**config.mk**
```make
export PLATFORM = sky130hd
export DESIGN_NAME = modulo_entrada_rolhas
export DESIGN_NICKNAME = d
export VERILOG_FILES = /design/src/rtl/modulo_entrada_rolhas.sv
export SDC_FILE = /design/constraint.sdc
export NUM_CORES = 1
export LEC_CHECK = 0
export CORE_ASPECT_RATIO = 1.1
export CORE_MARGIN = 2
export CORE_UTILIZATION = 30
export CTS_CLUSTER_SIZE = 28
export DETAILED_ROUTE_END_ITERATION = 8
export GPL_ROUTABILITY_DRIVEN = 0
export SETUP_SLACK_MARGIN = 0.1
export SLEW_MARGIN = 30
export SYNTH_ARGS = -nofsm -noshare
export SYNTH_HDL_FRONTEND = slang
export SYNTH_SLANG_ARGS = --single-unit
```
**constraint.sdc**
```tcl
create_clock -name clk -period 2.4 [get_ports clk]
set_input_delay 0.48 -clock clk [delete_from_list [all_inputs] [get_ports clk]]
set_output_delay 0.48 -clock clk [all_outputs]
set_load 0.05 [all_outputs]
```
**src/rtl/modulo_entrada_rolhas.sv**
```systemverilog
// Cork-entry front end: debounces operator buttons, accumulates a requested quantity and issues
// checked one-cycle loads (operator or automatic refill) to the descending tray buffer.
module modulo_entrada_rolhas #(
  parameter int unsigned DEBOUNCE_CYCLES = 4,
  parameter int unsigned CAP_MAX         = 99,
  parameter int unsigned AUTO_REFILL     = 20
) (
  input  logic       clk,
  input  logic       clr,
  input  logic       btn_inc,
  input  logic       btn_conf,
  input  logic       ve,
  input  logic [6:0] reg_r,
  input  logic       min_r,
  output logic [6:0] qtd,
  output logic       load,
  output logic [6:0] e,
  output logic       rejeitado,
  output logic       ocupado
);

  localparam int unsigned CW      = $clog2(DEBOUNCE_CYCLES + 1);
  localparam logic [6:0]  QTD_MAX = 7'd99;

  localparam logic [1:0] OCIOSO   = 2'd0;
  localparam logic [1:0] VERIFICA = 2'd1;
  localparam logic [1:0] CARREGA  = 2'd2;
  localparam logic [1:0] REJEITA  = 2'd3;

  // Bit 0 is the increment button, bit 1 the confirm button.
  logic [1:0]    raw;
  logic [1:0]    sync1_q, sync2_q, filt_q, filt_prev_q;
  logic [CW-1:0] cnt_q [2];
  logic [1:0]    press;

  assign raw = {btn_conf, btn_inc};

  always_ff @(posedge clk) begin
    if (clr) begin
      sync1_q     <= '0;
      sync2_q     <= '0;
      filt_q      <= '0;
      filt_prev_q <= '0;
      for (int i = 0; i < 2; i++) cnt_q[i] <= '0;
    end else begin
      sync1_q     <= raw;
      sync2_q     <= sync1_q;
      filt_prev_q <= filt_q;
      for (int i = 0; i < 2; i++) begin
        if (sync2_q[i] == filt_q[i]) begin
          cnt_q[i] <= '0;
        end else if (cnt_q[i] == CW'(DEBOUNCE_CYCLES - 1)) begin
          cnt_q[i]  <= '0;
          filt_q[i] <= ~filt_q[i];
        end else begin
          cnt_q[i] <= cnt_q[i] + 1'b1;
        end
      end
    end
  end

  // Only the filtered rising edge counts as a press; release is silent.
  assign press = filt_q & ~filt_prev_q;

  logic [1:0] state_q, state_d;
  logic [6:0] qtd_q, qtd_d, qtd_inc, e_q, e_d, e_auto;
  logic       rej_q, rej_d, armed_q, armed_d, load_q, load_d, ocupado_q;
  logic [7:0] sum_op, sum_auto;

  assign sum_op   = {1'b0, reg_r} + {1'b0, qtd_q};
  assign sum_auto = {1'b0, reg_r} + 8'(AUTO_REFILL);
  assign e_auto   = (sum_auto > 8'(CAP_MAX)) ? 7'(CAP_MAX) : sum_auto[6:0];
  assign qtd_inc  = (qtd_q >= QTD_MAX) ? QTD_MAX : qtd_q + 7'd1;

  always_comb begin
    state_d = state_q;
    qtd_d   = qtd_q;
    rej_d   = rej_q;
    armed_d = armed_q | ~min_r;
    load_d  = 1'b0;
    e_d     = '0;
    case (state_q)
      OCIOSO: begin
        if (press[0]) begin
          qtd_d = qtd_inc;
          rej_d = 1'b0;
        end
        if (press[1]) rej_d = 1'b0;
        // Confirm wins over the automatic refill in the same cycle.
        if (press[1] && (qtd_d != '0)) begin
          state_d = VERIFICA;
        end else if (min_r && !ve && armed_q) begin
          state_d = CARREGA;
          load_d  = 1'b1;
          e_d     = e_auto;
          armed_d = 1'b0;
        end
      end
      VERIFICA: begin
        if (!ve) begin
          if (sum_op <= 8'(CAP_MAX)) begin
            state_d = CARREGA;
            load_d  = 1'b1;
            e_d     = sum_op[6:0];
            qtd_d   = '0;
            rej_d   = 1'b0;
          end else begin
            state_d = REJEITA;
            rej_d   = 1'b1;
          end
        end
      end
      default: state_d = OCIOSO;
    endcase
  end

  always_ff @(posedge clk) begin
    if (clr) begin
      state_q   <= OCIOSO;
      qtd_q     <= '0;
      rej_q     <= 1'b0;
      armed_q   <= 1'b1;
      load_q    <= 1'b0;
      e_q       <= '0;
      ocupado_q <= 1'b0;
    end else begin
      state_q   <= state_d;
      qtd_q     <= qtd_d;
      rej_q     <= rej_d;
      armed_q   <= armed_d;
      load_q    <= load_d;
      e_q       <= e_d;
      ocupado_q <= (state_d != OCIOSO);
    end
  end

  assign qtd       = qtd_q;
  assign load      = load_q;
  assign e         = e_q;
  assign rejeitado = rej_q;
  assign ocupado   = ocupado_q;

endmodule

```
### After elaboration in Yosys (flattened, before gate mapping)

Memories as Yosys holds them, arrays and structs flattened.
Index checks and enable logic that the tools add are counted.

| storage, ports and cells | value |
|---|---|
| register bits | 28 |
| RAM bits | 6 |
| bits of input ports | 13 |
| output and inout bits | 17 |
| memories | 1 |

Memories:

| memory | words | width | read ports | clocked after memory_dff | write ports | RTL line | source |
|---|---|---|---|---|---|---|---|
| cnt_q | 2 | 3 | 2 | 0 | 2 | 33 | `logic [CW-1:0] cnt_q [2];` |

| cells by class | value |
|---|---|
| add/sub/neg operators | 5 |
| $lt $le $gt $ge | 3 |
| equal/unequal tests | 8 |
| mux-type cells | 60 |
| bitwise operators | 14 |
| reduce and logical (&&, ||, !) cells | 12 |

Operators by type and width:

| operator | number |
|---|---|
| 7-bit two-way mux | 10 |
| 1-bit two-way mux | 36 |
| 7-bit case mux with 2 select lines | 2 |
| 3-bit two-way mux | 6 |
| 7-bit by 5-bit adder with 8-bit output, second input constant | 1 |
| 7-bit by 7-bit adder with 8-bit output | 1 |
| 8-bit by 7-bit greater-than comparator with 1-bit output, second input constant | 1 |
| 8-bit by 7-bit less-or-equal comparator with 1-bit output, second input constant | 1 |
| 7-bit by 1-bit adder with 7-bit output, second input constant | 1 |
| 7-bit greater-or-equal comparator, second input constant | 1 |
| 1-bit OR | 7 |
| 7-bit nonzero test | 1 |
| 3-bit by 1-bit adder with 3-bit output, second input constant | 2 |
| 3-bit by 2-bit equality test with 1-bit output, second input constant | 2 |
| 2-bit two-way mux | 3 |
| 3-bit AND reduction | 2 |
| 1-bit inverter | 5 |
| 2-bit inequality test, second input constant | 2 |
| 1-bit case mux with 2 select lines | 2 |
| 2-bit case mux with 2 select lines | 1 |
| 2-bit AND reduction | 2 |
| 2-bit nonzero test | 2 |
| 1-bit logical AND | 3 |
| 3-bit inequality test, second input constant | 1 |
| other kinds (6) | 7 |

### Depth between registers and ports, before layout

| logic depth | value |
|---|---|
| depth in word-level cells | 9 |
| gate-level depth with buffers | 8 |
| mapped depth without buffers | 8 |

### Worst setup path after synthesis

Ideal clock, no wire load.

| path | value |
|---|---|
| kind | reg2reg |
| from | register qtd_q[0] (netlist: qtd[0]) |
| to | register qtd_q[5] (netlist: qtd[5]) |
| library setup time | 0.088 ns |
| data arrival time | 2.632 ns |
| required time | 2.312 ns |
| slack | -0.320 ns |
| cell stages (with the launch flop) | 9 |
| cells stage by stage | dfxtp_1 > ha_1 > fa_1 > a211oi_1 > o21ai_0 > a221oi_4 > and3_1 > a21oi_1 > a311oi_2 |

| on the way | value |
|---|---|
| word-level cells in the longest chain between the ends | 5 |

Ends and longest elaborated chain:

| element | RTL line | source |
|---|---|---|
| start: declaration | 66 | `logic [6:0] qtd_q, qtd_d, qtd_inc, e_q, e_d, e_auto;` |
| start signal: assignment | 128 | `qtd_q <= qtd_d;` |
| parallel branches: the longest is 5 deep, another holds 7-bit by 7-bit adder with 8-bit output | -- |  |

Parallel ways; which one is timed is not known. The select of a mux whose other input is x is not followed.
A chain may end at the register's enable or synchronous reset.

### Final worst setup path

| path | value |
|---|---|
| from | register qtd_q[0] (netlist: qtd[0]) |
| to | register e_q[4] (netlist: e[4]) |

| on the way | value |
|---|---|
| word-level cells in the longest chain between the ends | 8 |

Ends and longest elaborated chain:

| element | RTL line | source |
|---|---|---|
| parallel branches: the longest is 7 deep, another holds 7-bit by 7-bit adder with 8-bit output | -- |  |
| 7-bit case mux with 2 select lines * | 82 | `case (state_q)` |
| end signal: assignment | 124 | `e_q <= '0;` |
| end signal: assignment | 132 | `e_q <= e_d;` |
| end: declaration | 66 |  |

Mark *: on every way between the ends. The select of a mux whose other input is x is not followed.

==> results by group <==
Outcome
  • Status: complete, no violations

Worst setup path
  • FF-to-FF End: e[4]$_SDFF_PP0_
  • Path depth of the worst reg2reg path: 9
  • Crit path DAT: 2520 ps
  • RR Startpoint: qtd[0]$_SDFFE_PP0P_
  • Type of element capturing the critical path: flop
  • Worst setup SP type: flop
  • Reg-to-reg setup timing slack: ~80 ps
  • Maximum fanout along the worst path: 4
  • WS Path Type: reg2reg
  • WP data required: approximately 2600 ps

Min path
  • Hold Path Origin: sync1_q[1]$_SDFF_PP0_
  • Hold path depth: 1
  • Hold EP: sync2_q[1]$_SDFF_PP0_
  • Path type of the worst min-delay path: reg2reg

GRT
  • Number of antenna violations at the first check in global routing: 0
  • Via count of the first global-routing pass: a little over 2000
  • Overall Global Routing Usage: between 10% and 20%
  • Largest net degree at the start of global routing: 13
  • Wire length of the first global-routing pass: 9.825 mm
  • GRT Residual Overflow: 0

Cells and area
  • Area growth, synth to finish: 47.48%
  • Post-layout net count: 351
  • N_diodes: 0
  • Number of standard cells in the layout, taps in and fillers out: around 400
  • Fraction of layout cells with a size suffix above 1: a little under a third

Yosys
  • Post-Syn Area: about 0.0022 sq mm
  • Average instance area after synthesis: 8.819 sq um
  • Top_reg_cell synth: sky130_fd_sc_hd__dfxtp_1
  • Adder-cell share of the synthesized area: 8.810%
  • Fraction of the mapped netlist area in simple logic gates: about a quarter
  • Largest family of logic cells by synthesized area: simple AND/OR/NAND/NOR gates
  • Multiplexer area fraction after synthesis: 1.373%
  • Number of warning messages in the yosys log: 0
  • Number of standard cells after synthesis: 248
  • Compound-cell area share of the yosys netlist: between 20% and 30%
  • Post-synthesis xor/xnor area fraction: 1.602%
  • Number of library cell types mapped by synthesis: 65
  • Number of enable-type register cells in the synthesized netlist: 6
  • Synthesis-stage register bit count: 34
  • Share of async-settable or async-resettable flops after synthesis: 0%
  • Portion of the post-synthesis area used by sequential elements: 33.87%

Floorplan
  • Core area: between 0.007 and 0.008 sq mm
  • Cell row count: 32
  • Die Span Y: approximately 94 um
  • Die width: between 80 and 90 um
  • Die footprint: roughly 0.0080 sq mm
  • Number of top-level pins: 30
  • Effective utilization at floorplan: 31.04%

Clock tree
  • Clock tree from TritonCTS: yes
  • Number of buffers inserted for hold repair after clock tree synthesis: 0
  • # H-tree levels: 2
  • Total clock buffers created by CTS: 5
  • Count of clock tree sinks: 34
  • Cell at the root of the clock tree: sky130_fd_sc_hd__clkbuf_8
  • Clock network latency to the later pin of the worst-skew pair: 290 ps
  • Clk pin slew, worst setup/hold paths: approximately 80 ps
  • CTS max path bufs: 2

Power
  • Post-route total power: between 1 and 1.5 mW
  • IR drop worst, VDD: around 0.26 mV
  • Areal power density over the cells: roughly 430 mW/mm^2
  • Leakage: between 1 and 1.5 nW

STA
  • Worst slew slack as a fraction of its limit: approximately two thirds
  • Slew at the pin closest to its max-slew limit: ~520 ps
  • Finish-stage setup viols: 0
  • Final setup slack of the worst path: 82.39 ps
  • Skew final: 11.03 ps
  • Final hold violations: 0
  • Max-slew violation count: 0
  • Share of the clock period used by the worst path: between 90% and 100%
  • RSZ-0062 raised after global routing: true
  • Maximum clock frequency: around 430 MHz
  • Hold WS: approximately 440 ps
  • Clock period minus worst slack: 2318 ps

Placement
  • Placed Cells: about 400
  • Number of I/O port buffers: 29
  • Worst Setup Slack post-DPL: -548.8 ps
  • Post-detailed-placement half-perimeter wirelength: between 4 and 5 mm

Drt
  • Length of the first detailed-routing pass in iterations: 4
  • Total via count after detailed routing: ~2100
  • Via count normalized by instance count: around 5.2
  • Post-detailed-route DRC marker count: 0
  • Number of nets still failing antenna checks after routing: 0
  • Drt first-iter violations: 146
  • Wire length per cell after detailed routing: 14.93 um
  • Wire length after detailed routing: 6.121 mm

Run
  • Count of maximum capacitance violations: 0
[sequential cells by signal, summed over array words and instances, names as in the netlist]
register	count
state_q	2
filt_prev_q	2
ocupado	1
filt_q	2
e	7
cnt_q	6
armed_q	1
load	1
sync2_q	2
qtd	7
rejeitado	1
sync1_q	2
[worst max path at each step]
stage	startpoint	endpoint	slack, ps	cells after the start
3_5_place_dp	reg_r[0]	qtd[1]$_SDFFE_PP0P_	-550	9
2_1_floorplan	reg_r[0]	qtd[2]$_SDFFE_PP0P_	50	8
6_report	qtd[0]$_SDFFE_PP0P_	e[4]$_SDFF_PP0_	80	9
4_1_cts	qtd[0]$_SDFFE_PP0P_	qtd[5]$_SDFFE_PP0P_	90	9
3_3_place_gp	reg_r[1]	ocupado$_SDFF_PP0_	-550	8
5_1_grt	qtd[0]$_SDFFE_PP0P_	e[4]$_SDFF_PP0_	-5	9
[final cells by class]
type	instances	area, sq um
multi-input combinational	200	1569
tap	85	106.4
clock buffer	5	68.82
fill	677	3821
inverter	9	33.78
timing repair buffer	74	650.6
clock inverter	3	45.04
sequential	34	752.0
[cell usage in the layout (no fill, tap or decap), drive strengths merged, types with 3 or more instances in the layout]
master / instances
buf: 46
and2: 3
clkdlybuf4s50: 24
ha: 13
o32ai: 6
clkbuf: 6
o22ai: 3
nor4: 5
nand2b: 6
o21ai: 11
dfxtp: 28
o211ai: 4
inv: 9
nand2: 18
edfxtp: 6
dlygate4sd2: 3
nand4: 3
a21oi: 10
a211oi: 6
nor3: 9
or3: 5
nand3: 5
mux2i: 3
o21a: 4
nor2: 29
nor2b: 9
conb: 6
or2: 5
[report_power, final]
group	internal (mW)	switching (mW)	total (mW)	leakage [nW]
Clock	0.309	0.228	0.537	0.0504
Combinational	0.118	0.129	0.247	0.843
Sequential	0.594	0.0121	0.606	0.292
[stage by stage]
step	TNS [ps]	utilization, %	instance area [sq um]
6_report	0	45.77	3226
5_1_grt	-4.833	45.77	3226
4_1_cts	0	44.60	3143
3_5_place_dp	-9304	41.73	2940
3_3_place_gp	-8963	41.73	2940
2_1_floorplan	0	-	2265
[cells by family (layout without fill, tap and decap cells)]
kind of cell / Yosys count / in the layout
xor gates and xnor gates: 4 / 4
DFF: 34 / 34
and+or+nand+nor: 105 / 105
buffers and inverters: 19 / 91
AOI/OAI and AO/OA: 67 / 67
adders and majority gates: 15 / 15
other: 1 / 6
muxes: 3 / 3
[cells in the mapped netlist, drive strengths merged (2+ instances only)]
master | n | area share [%]
nor2 | 29 | 5.0
dfxtp | 28 | 26
nand2 | 18 | 3.1
ha | 13 | 7.4
o21ai | 11 | 2.5
a21oi | 10 | 2.3
inv | 9 | 1.5
nor2b | 9 | 2.6
nor3 | 9 | 2.1
a211oi | 6 | 2.3
clkbuf | 6 | 1.0
edfxtp | 6 | 8.2
nand2b | 6 | 1.7
o32ai | 6 | 3.1
nand3 | 5 | 1.1
nor4 | 5 | 1.4
or2 | 5 | 1.5
or3 | 5 | 1.4
buf | 4 | 1.4
o211ai | 4 | 1.6
o21a | 4 | 1.4
and2 | 3 | 0.86
mux2i | 3 | 1.4
nand4 | 3 | 0.86
o22ai | 3 | 0.86
a2111o | 2 | 1.0
a2111oi | 2 | 1.7
a21o | 2 | 0.69
a221oi | 2 | 1.6
a2bb2oi | 2 | 0.80
a311oi | 2 | 1.1
a31oi | 2 | 0.57
and3 | 2 | 0.80
nor3b | 2 | 0.92
xnor2 | 2 | 0.80
xor2 | 2 | 0.80
[layer usage]
layer	up-vias	global-route usage, %	wire length (um)
met1	1016	20.46	2748
met4	0	5.688	152
li1	1066	-	-
met2	51	26.37	2960
met3	12	1.853	259
met5	-	0	0
[worst max-delay path, stage by stage (launching register included)]
cell                        delay, ps
sky130_fd_sc_hd__dfxtp_2          350
sky130_fd_sc_hd__ha_4             160
sky130_fd_sc_hd__fa_2             420
sky130_fd_sc_hd__nor2_1           160
sky130_fd_sc_hd__a21oi_1          100
sky130_fd_sc_hd__a2111oi_4        380
sky130_fd_sc_hd__nor3b_4           80
sky130_fd_sc_hd__buf_4            150
sky130_fd_sc_hd__and3_4           170
sky130_fd_sc_hd__o32ai_1          250
[timing repair]
item | CTS | global route
endpoints found under the setup margin | 18 | 18
pin swaps | 12 | 16
buffers inserted | 3 | 1
resized for setup | 20 | 16
No activity file was read; power rests on OpenSTA's default activity.
